[src/rtl/cache_line_mover.sv]
// cache_line_mover: moves one cache line between the data RAM and the memory side (refill or writeback).
// Optional macro CACHE_LINE_MOVER_CRITICAL_FIRST_EN: a refill starts at the requested beat and wraps.
module cache_line_mover #(
  parameter int DATA_WIDTH = 256,
  parameter int BEATS      = 4,
  parameter int LINE_IDX_W = 7,
  localparam int BEAT_W    = $clog2(BEATS),
  localparam int BANK_W    = LINE_IDX_W + BEAT_W
) (
  input  logic                  clk,
  input  logic                  rst,
  input  logic                  req_valid,
  output logic                  req_ready,
  input  logic                  req_wb,
  input  logic [LINE_IDX_W-1:0] req_line,
  input  logic [BEAT_W-1:0]     req_beat,
  input  logic                  mem_rdata_valid,
  output logic                  mem_rdata_ready,
  input  logic [DATA_WIDTH-1:0] mem_rdata,
  output logic                  mem_wdata_valid,
  input  logic                  mem_wdata_ready,
  output logic [DATA_WIDTH-1:0] mem_wdata,
  output logic                  mem_wdata_last,
  output logic                  mc_en,
  output logic                  mc_rw,
  output logic [BANK_W-1:0]     mc_bank_index,
  output logic [DATA_WIDTH-1:0] mc_din,
  input  logic [DATA_WIDTH-1:0] mc_dout,
  output logic                  done
);

  localparam logic [BEAT_W:0] BEATS_N = (BEAT_W+1)'(BEATS);
  localparam logic [BEAT_W:0] LAST_N  = (BEAT_W+1)'(BEATS - 1);

  typedef enum logic [1:0] {IDLE, REFILL, WB, DONE} state_t;
  state_t state, state_nxt;

  logic [LINE_IDX_W-1:0] line_q;
  logic [BEAT_W-1:0]     beat_cnt;
  logic [BEAT_W:0]       num_cnt;
  logic [BEAT_W-1:0]     sent_cnt;
  logic [BEAT_W-1:0]     refill_start;
  logic                  rd_vld_p1;
  logic [DATA_WIDTH-1:0] fifo_mem [2];
  logic                  wr_ptr, rd_ptr;
  logic [1:0]            fifo_cnt;
  logic [2:0]            fifo_resv;
  logic                  accept, rf_beat, rd_issue, wdata_vld, wb_pop;

`ifdef CACHE_LINE_MOVER_CRITICAL_FIRST_EN
  assign refill_start = req_beat;
`else
  assign refill_start = req_beat & '0;
`endif

  assign accept    = req_valid && (state == IDLE);
  assign rf_beat   = (state == REFILL) && mem_rdata_valid;
  assign wdata_vld = (state == WB) && (fifo_cnt != 2'd0);
  assign wb_pop    = wdata_vld && mem_wdata_ready;
  // Slots still claimed after this cycle's pop: entries kept plus the read returning now.
  assign fifo_resv = 3'(fifo_cnt) + 3'(rd_vld_p1) - 3'(wb_pop);
  assign rd_issue  = (state == WB) && (num_cnt < BEATS_N) && (fifo_resv < 3'd2);

  always_ff @(posedge clk or posedge rst) begin
    if (rst) state <= IDLE;
    else     state <= state_nxt;
  end

  always_comb begin
    state_nxt = state;
    unique case (state)
      IDLE:    if (req_valid) state_nxt = req_wb ? WB : REFILL;
      REFILL:  if (rf_beat && (num_cnt == LAST_N)) state_nxt = DONE;
      WB:      if (wb_pop && (sent_cnt == '1)) state_nxt = DONE;
      DONE:    state_nxt = IDLE;
      default: state_nxt = IDLE;
    endcase
  end

  always_comb begin
    req_ready       = 1'b0;
    mem_rdata_ready = 1'b0;
    mc_en           = 1'b0;
    mc_rw           = 1'b0;
    mem_wdata_valid = 1'b0;
    mem_wdata_last  = 1'b0;
    done            = 1'b0;
    unique case (state)
      IDLE:   req_ready = 1'b1;
      REFILL: begin
        mem_rdata_ready = 1'b1;
        mc_rw           = 1'b1;
        mc_en           = mem_rdata_valid;
      end
      WB: begin
        mc_en           = rd_issue;
        mem_wdata_valid = wdata_vld;
        mem_wdata_last  = wdata_vld && (sent_cnt == '1);
      end
      DONE:   done = 1'b1;
      default: ;
    endcase
  end

  assign mc_bank_index = {line_q, beat_cnt};
  assign mc_din        = mem_rdata;
  assign mem_wdata     = fifo_mem[rd_ptr];

  always_ff @(posedge clk or posedge rst) begin
    if (rst) begin
      line_q   <= '0;
      beat_cnt <= '0;
      num_cnt  <= '0;
      sent_cnt <= '0;
    end else if (accept) begin
      line_q   <= req_line;
      beat_cnt <= req_wb ? '0 : refill_start;
      num_cnt  <= '0;
      sent_cnt <= '0;
    end else begin
      if (rf_beat || rd_issue) begin
        beat_cnt <= beat_cnt + 1'b1;
        num_cnt  <= num_cnt + 1'b1;
      end
      if (wb_pop) sent_cnt <= sent_cnt + 1'b1;
    end
  end

  // p1: RAM read data returns one cycle after the read and lands in the FIFO
  always_ff @(posedge clk or posedge rst) begin
    if (rst) begin
      rd_vld_p1 <= 1'b0;
      wr_ptr    <= 1'b0;
      rd_ptr    <= 1'b0;
      fifo_cnt  <= 2'd0;
    end else begin
      rd_vld_p1 <= rd_issue;
      if (rd_vld_p1) wr_ptr <= ~wr_ptr;
      if (wb_pop)    rd_ptr <= ~rd_ptr;
      fifo_cnt <= fifo_cnt + {1'b0, rd_vld_p1} - {1'b0, wb_pop};
    end
  end

  always_ff @(posedge clk) begin
    if (rd_vld_p1) fifo_mem[wr_ptr] <= mc_dout;
  end

endmodule

[config.mk]
export PLATFORM = sky130hd
export DESIGN_NAME = cache_line_mover
export DESIGN_NICKNAME = d
export VERILOG_FILES = /design/src/rtl/cache_line_mover.sv
export SDC_FILE = /design/constraint.sdc
export NUM_CORES = 1
export LEC_CHECK = 0
export BUFFER_PORTS_ARGS = -buffer_cell sky130_fd_sc_hd__buf_2
export CAP_MARGIN = 25
export CORE_AREA = 10 10 401 403
export DETAILED_ROUTE_END_ITERATION = 7
export DIE_AREA = 0 0 411 413
export GPL_TIMING_DRIVEN = 0
export PLACE_DENSITY = 0.43
export RECOVER_POWER = 25
export SLEW_MARGIN = 20
export SYNTH_ARGS = -nofsm -noshare
export SYNTH_HDL_FRONTEND = slang
export SYNTH_SLANG_ARGS = --single-unit
export TNS_END_PERCENT = 100
[constraint.sdc]
create_clock -name clk -period 16.32 [get_ports clk]
set_input_delay 0.816 -clock clk [delete_from_list [all_inputs] [get_ports clk]]
set_output_delay 0.816 -clock clk [all_outputs]
set_load 0.1 [all_outputs]
Word-level counts from Yosys, hierarchy flattened
Memory sizes are Yosys's and may differ from the RTL's.
Index checks and enable logic that the tools add are counted.
Widths: inputs -> output; s select.

word-level totals
  memory bits (writable) = 512
  input port bits = 527
  memories = 1
  logic and storage cells = 63
  output and inout port bits = 528
  register bits = 21

cells by class
  reductions and logical operators = 15
  add/subtract/negate cells = 7
  eq/ne operators = 8
  bitwise gates (word level) = 2
  multiplexer cells = 19
  order comparisons = 2

memories
  memory    words  width  rd ports  clocked after memory_dff  wr ports  RTL line  source
  fifo_mem  2      256    1         0                         1         44        logic [DATA_WIDTH-1:0] fifo_mem [2];

operators by type and width
  operator             number
  $mux 2               8
  $logic_and 1x1->1    9
  $pmux 2 s4           1
  $mux 1               7
  $eq 2x2->1 const B   3
  $mux 3               2
  $reduce_bool 2->1    3
  $add 2x1->2 const B  2
  $ne 2x1->1 const B   2
  $add 2x1->3          1
  $add 3x1->3 const B  1
  $eq 3x2->1 const B   1
  $lt 3x2->1 const B   1
  $lt 3x3->1 const B   1
  $reduce_and 3->1     1
  $sub 3x1->3          1
  $add 2x1->2          1
  $eq 2x1->1 const B   1
  $logic_not 2->1      1
  $ne 2x2->1 const B   1
  $not 1->1            2
  $pmux 1 s2           1
  $sub 2x1->2          1
  $logic_or 1x1->1     1

Depth between registers and ports, before layout
  word-level depth = 9
  mapped depth = 11
  gate-level depth less buffers = 11

Least setup slack after synthesis
No wires, ideal clock.

  kind = register to register
  from = register wr_ptr
  to = memory fifo_mem[0][0], enable pin
  arrival time = 11680 ps
  path buffers = 0
  slack = 3731 ps
  setup time = 908 ps
  period minus slack after synthesis = 12589 ps
  cell stages (with the launch flop) = 2
  cell sequence = dfrtp_1 > nor2b_1

RTL lines
  element                 RTL line  source
  start, declared         45        logic wr_ptr, rd_ptr;
  start signal, assigned  138       if (rd_vld_p1) wr_ptr <= ~wr_ptr;
  end, declared           44

No word-level cell before the write port.

Worst setup path after layout
  from = register state[0]
  to = output mc_en

between the ends
  word-level cells in the longest chain between the ends = 7
  elaborated cells on any way between the ends = 9

RTL lines
  element                 RTL line  source
  start, declared         36        state_t state, state_nxt;
  start signal, assigned  66        else state <= state_nxt;
  $eq 2x2->1              58        assign wdata_vld = (state == WB) && (fifo_cnt != 2'd0);
  $logic_and 1x1->1       58
  $logic_and 1x1->1       59        assign wb_pop = wdata_vld && mem_wdata_ready;
  net wb_pop              48        logic accept, rf_beat, rd_issue, wdata_vld, wb_pop;
  $sub 3x1->3             61        assign fifo_resv = 3'(fifo_cnt) + 3'(rd_vld_p1) - 3'(wb_pop);
  net fifo_resv[1]        47        logic [2:0] fifo_resv;
  $lt 3x2->1              62        assign rd_issue = (state == WB) && (num_cnt < BEATS_N) && (fifo_resv < 3'd2);
  $logic_and 1x1->1       62
  $pmux 1 s2              88        unique case (state)
  end, declared           24        output logic mc_en,

The timed path passes the listed nets, and every way through them passes these cells.

==> results.json <==
{
  "period_share_pct": 29.0,
  "cts.sinks": 533,
  "rows": 144,
  "preCtsSetupSlack_ns": 12.06,
  "synth_top_area_share_pct": 71.8,
  "dr.pass1.iters": 4,
  "nets": 2564,
  "finClkSkew_ns": 0.0239,
  "viasPerCell": 3.26,
  "synth_top_area_cell": "edfxtp_1",
  "critical_path_required_ns": 15.50,
  "cts_tree": "yes",
  "start_util_pct": 14.0,
  "power.density_nw_per_um2": 217,
  "grt_overflow_total": 0,
  "fmax_mhz": 212,
  "final_antenna_net_count": 0,
  "syn_nets": 1686,
  "holdBufCountCts": 0,
  "rsz0062_at_grt": "false",
  "die_x_um": 411,
  "synth_edf_count": 512,
  "synth-seq-cells": 533,
  "outcome": "finished clean",
  "area_growth_pct": 41.1,
  "synth_area_leaders": "edfxtp_1 (72%), mux2_2 (14%), buf_4 (9.0%), dfrtp_1 (2.5%), buf_2 (0.68%)",
  "crit_type": "reg -> out",
  "async_reset_ff_share_pct": 3.94,
  "vdd_drop_max_mv": 0.147,
  "synthFlopType": "edfxtp_1",
  "io_pins": 1055,
  "clock_latency_ns": 0.64,
  "io_buffer_count": 796,
  "slew_headroom_pct": 40.7,
  "die-area_um2": 170000,
  "grt_pass1_wl_um": 131000,
  "fillers": 16500,
  "cts-resized-gates": 0,
  "cts_inserted_buffers": 61,
  "post_cts_buffers": 0,
  "grt_pass1_vias": 14100,
  "drive_gt1_share_pct": 66.7,
  "die_h_um": 413,
  "startpoint_type": "flip-flop",
  "grt_max_degree": 46,
  "syn_inst": 1149,
  "yosysSeqAreaShare_pct": 74.2,
  "syn-cell-area_um2": 21400,
  "wire_per_inst_um": 25.2,
  "cp_max_fo": 5,
  "fin_tns_setup_ns": 0,
  "clk_pin_slew_ns": 0.06,
  "drt_iter0_markers": 665,
  "route.detailed.drc": 0,
  "hold_class": "in -> reg",
  "hpwlAfterDp_um": 88600,
  "synth_most_common_cell": "edfxtp_1",
  "vias": 13400,
  "drt_wl_total_um": 104000,
  "finalHoldViolations": 0,
  "worst_slew_pin_slew_ns": 0.888,
  "final_max_slew_viol_count": 0,
  "finalWorstSetupSlack_ns": 11.59,
  "ys_warn_count": 0,
  "h-tree-depth": 2,
  "worst_ep_arrival_time_ns": 3.91,
  "cp-end-kind": "primary output",
  "p_leak_nw": 11.6,
  "clock-root-buffer": "clkbuf_16",
  "setup_viol": 0,
  "antenna_found_initial": 89,
  "synth_cell_types": 29,
  "gp_congestion": 0.811,
  "groute.usage.overall_pct": 11.4,
  "post_synth_most_frequent_cells": "edfxtp_1 (512), mux2_2 (265), buf_4 (257), buf_2 (29), dfrtp_1 (21)",
  "fp.coreArea_um2": 153000,
  "synth.avg_cell_area_um2": 18.6,
  "clock_path_buffers": 3,
  "period_needed_ns": 4.73,
  "maxCapViolCount": 0
}
## metrics by stage
stage,std cells,power [W],hold slack (ns),area (µm²),utilization (%)
CTS,4116,0.00668,0.261,30300,19.8
global route,4116,0.00680,0.293,30200,19.7
global placement,3989,0.00543,0.472,28000,18.3
finish,4121,0.00655,0.348,30200,19.8
detailed placement,4008,0.00534,0.488,28400,18.6
floorplan,1149,0.00464,0.455,21400,-
## final cells by class
type	count	area, µm²	share of cell area (%)
antenna	5	12.5	0.0414
buffer	288	2080	6.89
clock buffer	79	1630	5.38
multi-input combinational	316	3400	11.3
sequential	533	15900	52.6
tap	2044	2560	8.46
timing repair buffer	815	4350	14.4
inverter	12	45.0	0.149
clock inverter	29	244	0.807
## cells by family (layout without fill, tap and decap cells)
group	count (synthesis)	in the layout	synth area share, %
XOR/XNOR	4	4	0.164
multiplexers	268	268	14.1
adder cells (fa/ha/maj)	10	10	0.619
other	0	5	0
AO/OA/AOI/OAI	15	15	0.514
AND/OR/NAND/NOR	19	19	0.473
flip-flops	533	533	74.2
buffers and inverters	300	1223	9.94
## routing by layer
metal  vias to the layer above  track usage (%)  wire length (µm)
met5                         -                0               323
met2                       813             20.8             53300
met3                       220             5.40             11800
met1                      6546             12.0             36300
li1                       5821                -                 -
met4                        48             2.00              2180
## registers in the layout (all words and copies together), names as in the netlist
signal	cells
wr_ptr	1
line_q	7
rd_vld_p1	1
num_cnt	3
state	2
sent_cnt	2
fifo_cnt	2
rd_ptr	1
beat_cnt	2
fifo_mem	512
## path summary, 6_finish.rpt
path,start,endpoint,slack [ns],depth (start not counted)
hold reg to reg,line_q[1]$_DFFE_PP0P_,line_q[1]$_DFFE_PP0P_,0.51,1
hold / removal,mc_dout[40],fifo_mem[0][40]$_DFFE_PP_,0.35,1
setup reg to reg,state[0]$_DFFE_PP0P_,num_cnt[1]$_DFFE_PP0P_,13.22,11
setup / recovery,state[0]$_DFFE_PP0P_,mc_en,11.59,12
min in group asynchronous,rst,fifo_cnt[0]$_DFF_PP0_,0.36,2
max in group asynchronous,rst,line_q[2]$_DFFE_PP0P_,15.41,2
## layout by cell type (no fill, tap or decap), drive strengths merged, types with 2 or more instances in the layout
master,instances
buf,1034
xnor2,2
bufinv,3
edfxtp,512
mux2,265
clkinvlp,3
o21ai,2
mux2i,3
diode,5
nor2b,2
a21oi,4
ha,9
nand2b,4
nand2,8
xor2,2
and2,2
dfrtp,21
clkbuf,148
clkinv,22
inv,13
o211ai,3
## worst max-delay path, cell delays in order, from the launching register on
cell,delay [ns]
dfrtp_1,0.39
inv_1,0.09
ha_1,0.28
o211ai_1,0.28
inv_1,0.10
ha_1,0.29
inv_1,0.04
ha_1,0.18
fa_1,0.49
nand2b_1,0.21
o31a_1,0.35
nor2b_1,0.13
buf_2,0.44
## power by group
part,leakage (nW),internal [W],total (W),switching (W)
Sequential,4.88,0.00173,0.00177,0.0000456
Clock,0.901,0.000743,0.00130,0.000561
Combinational,5.78,0.000623,0.00347,0.00285
Total,11.6,0.00309,0.00655,0.00346
Power figures use the tool's default switching activity.
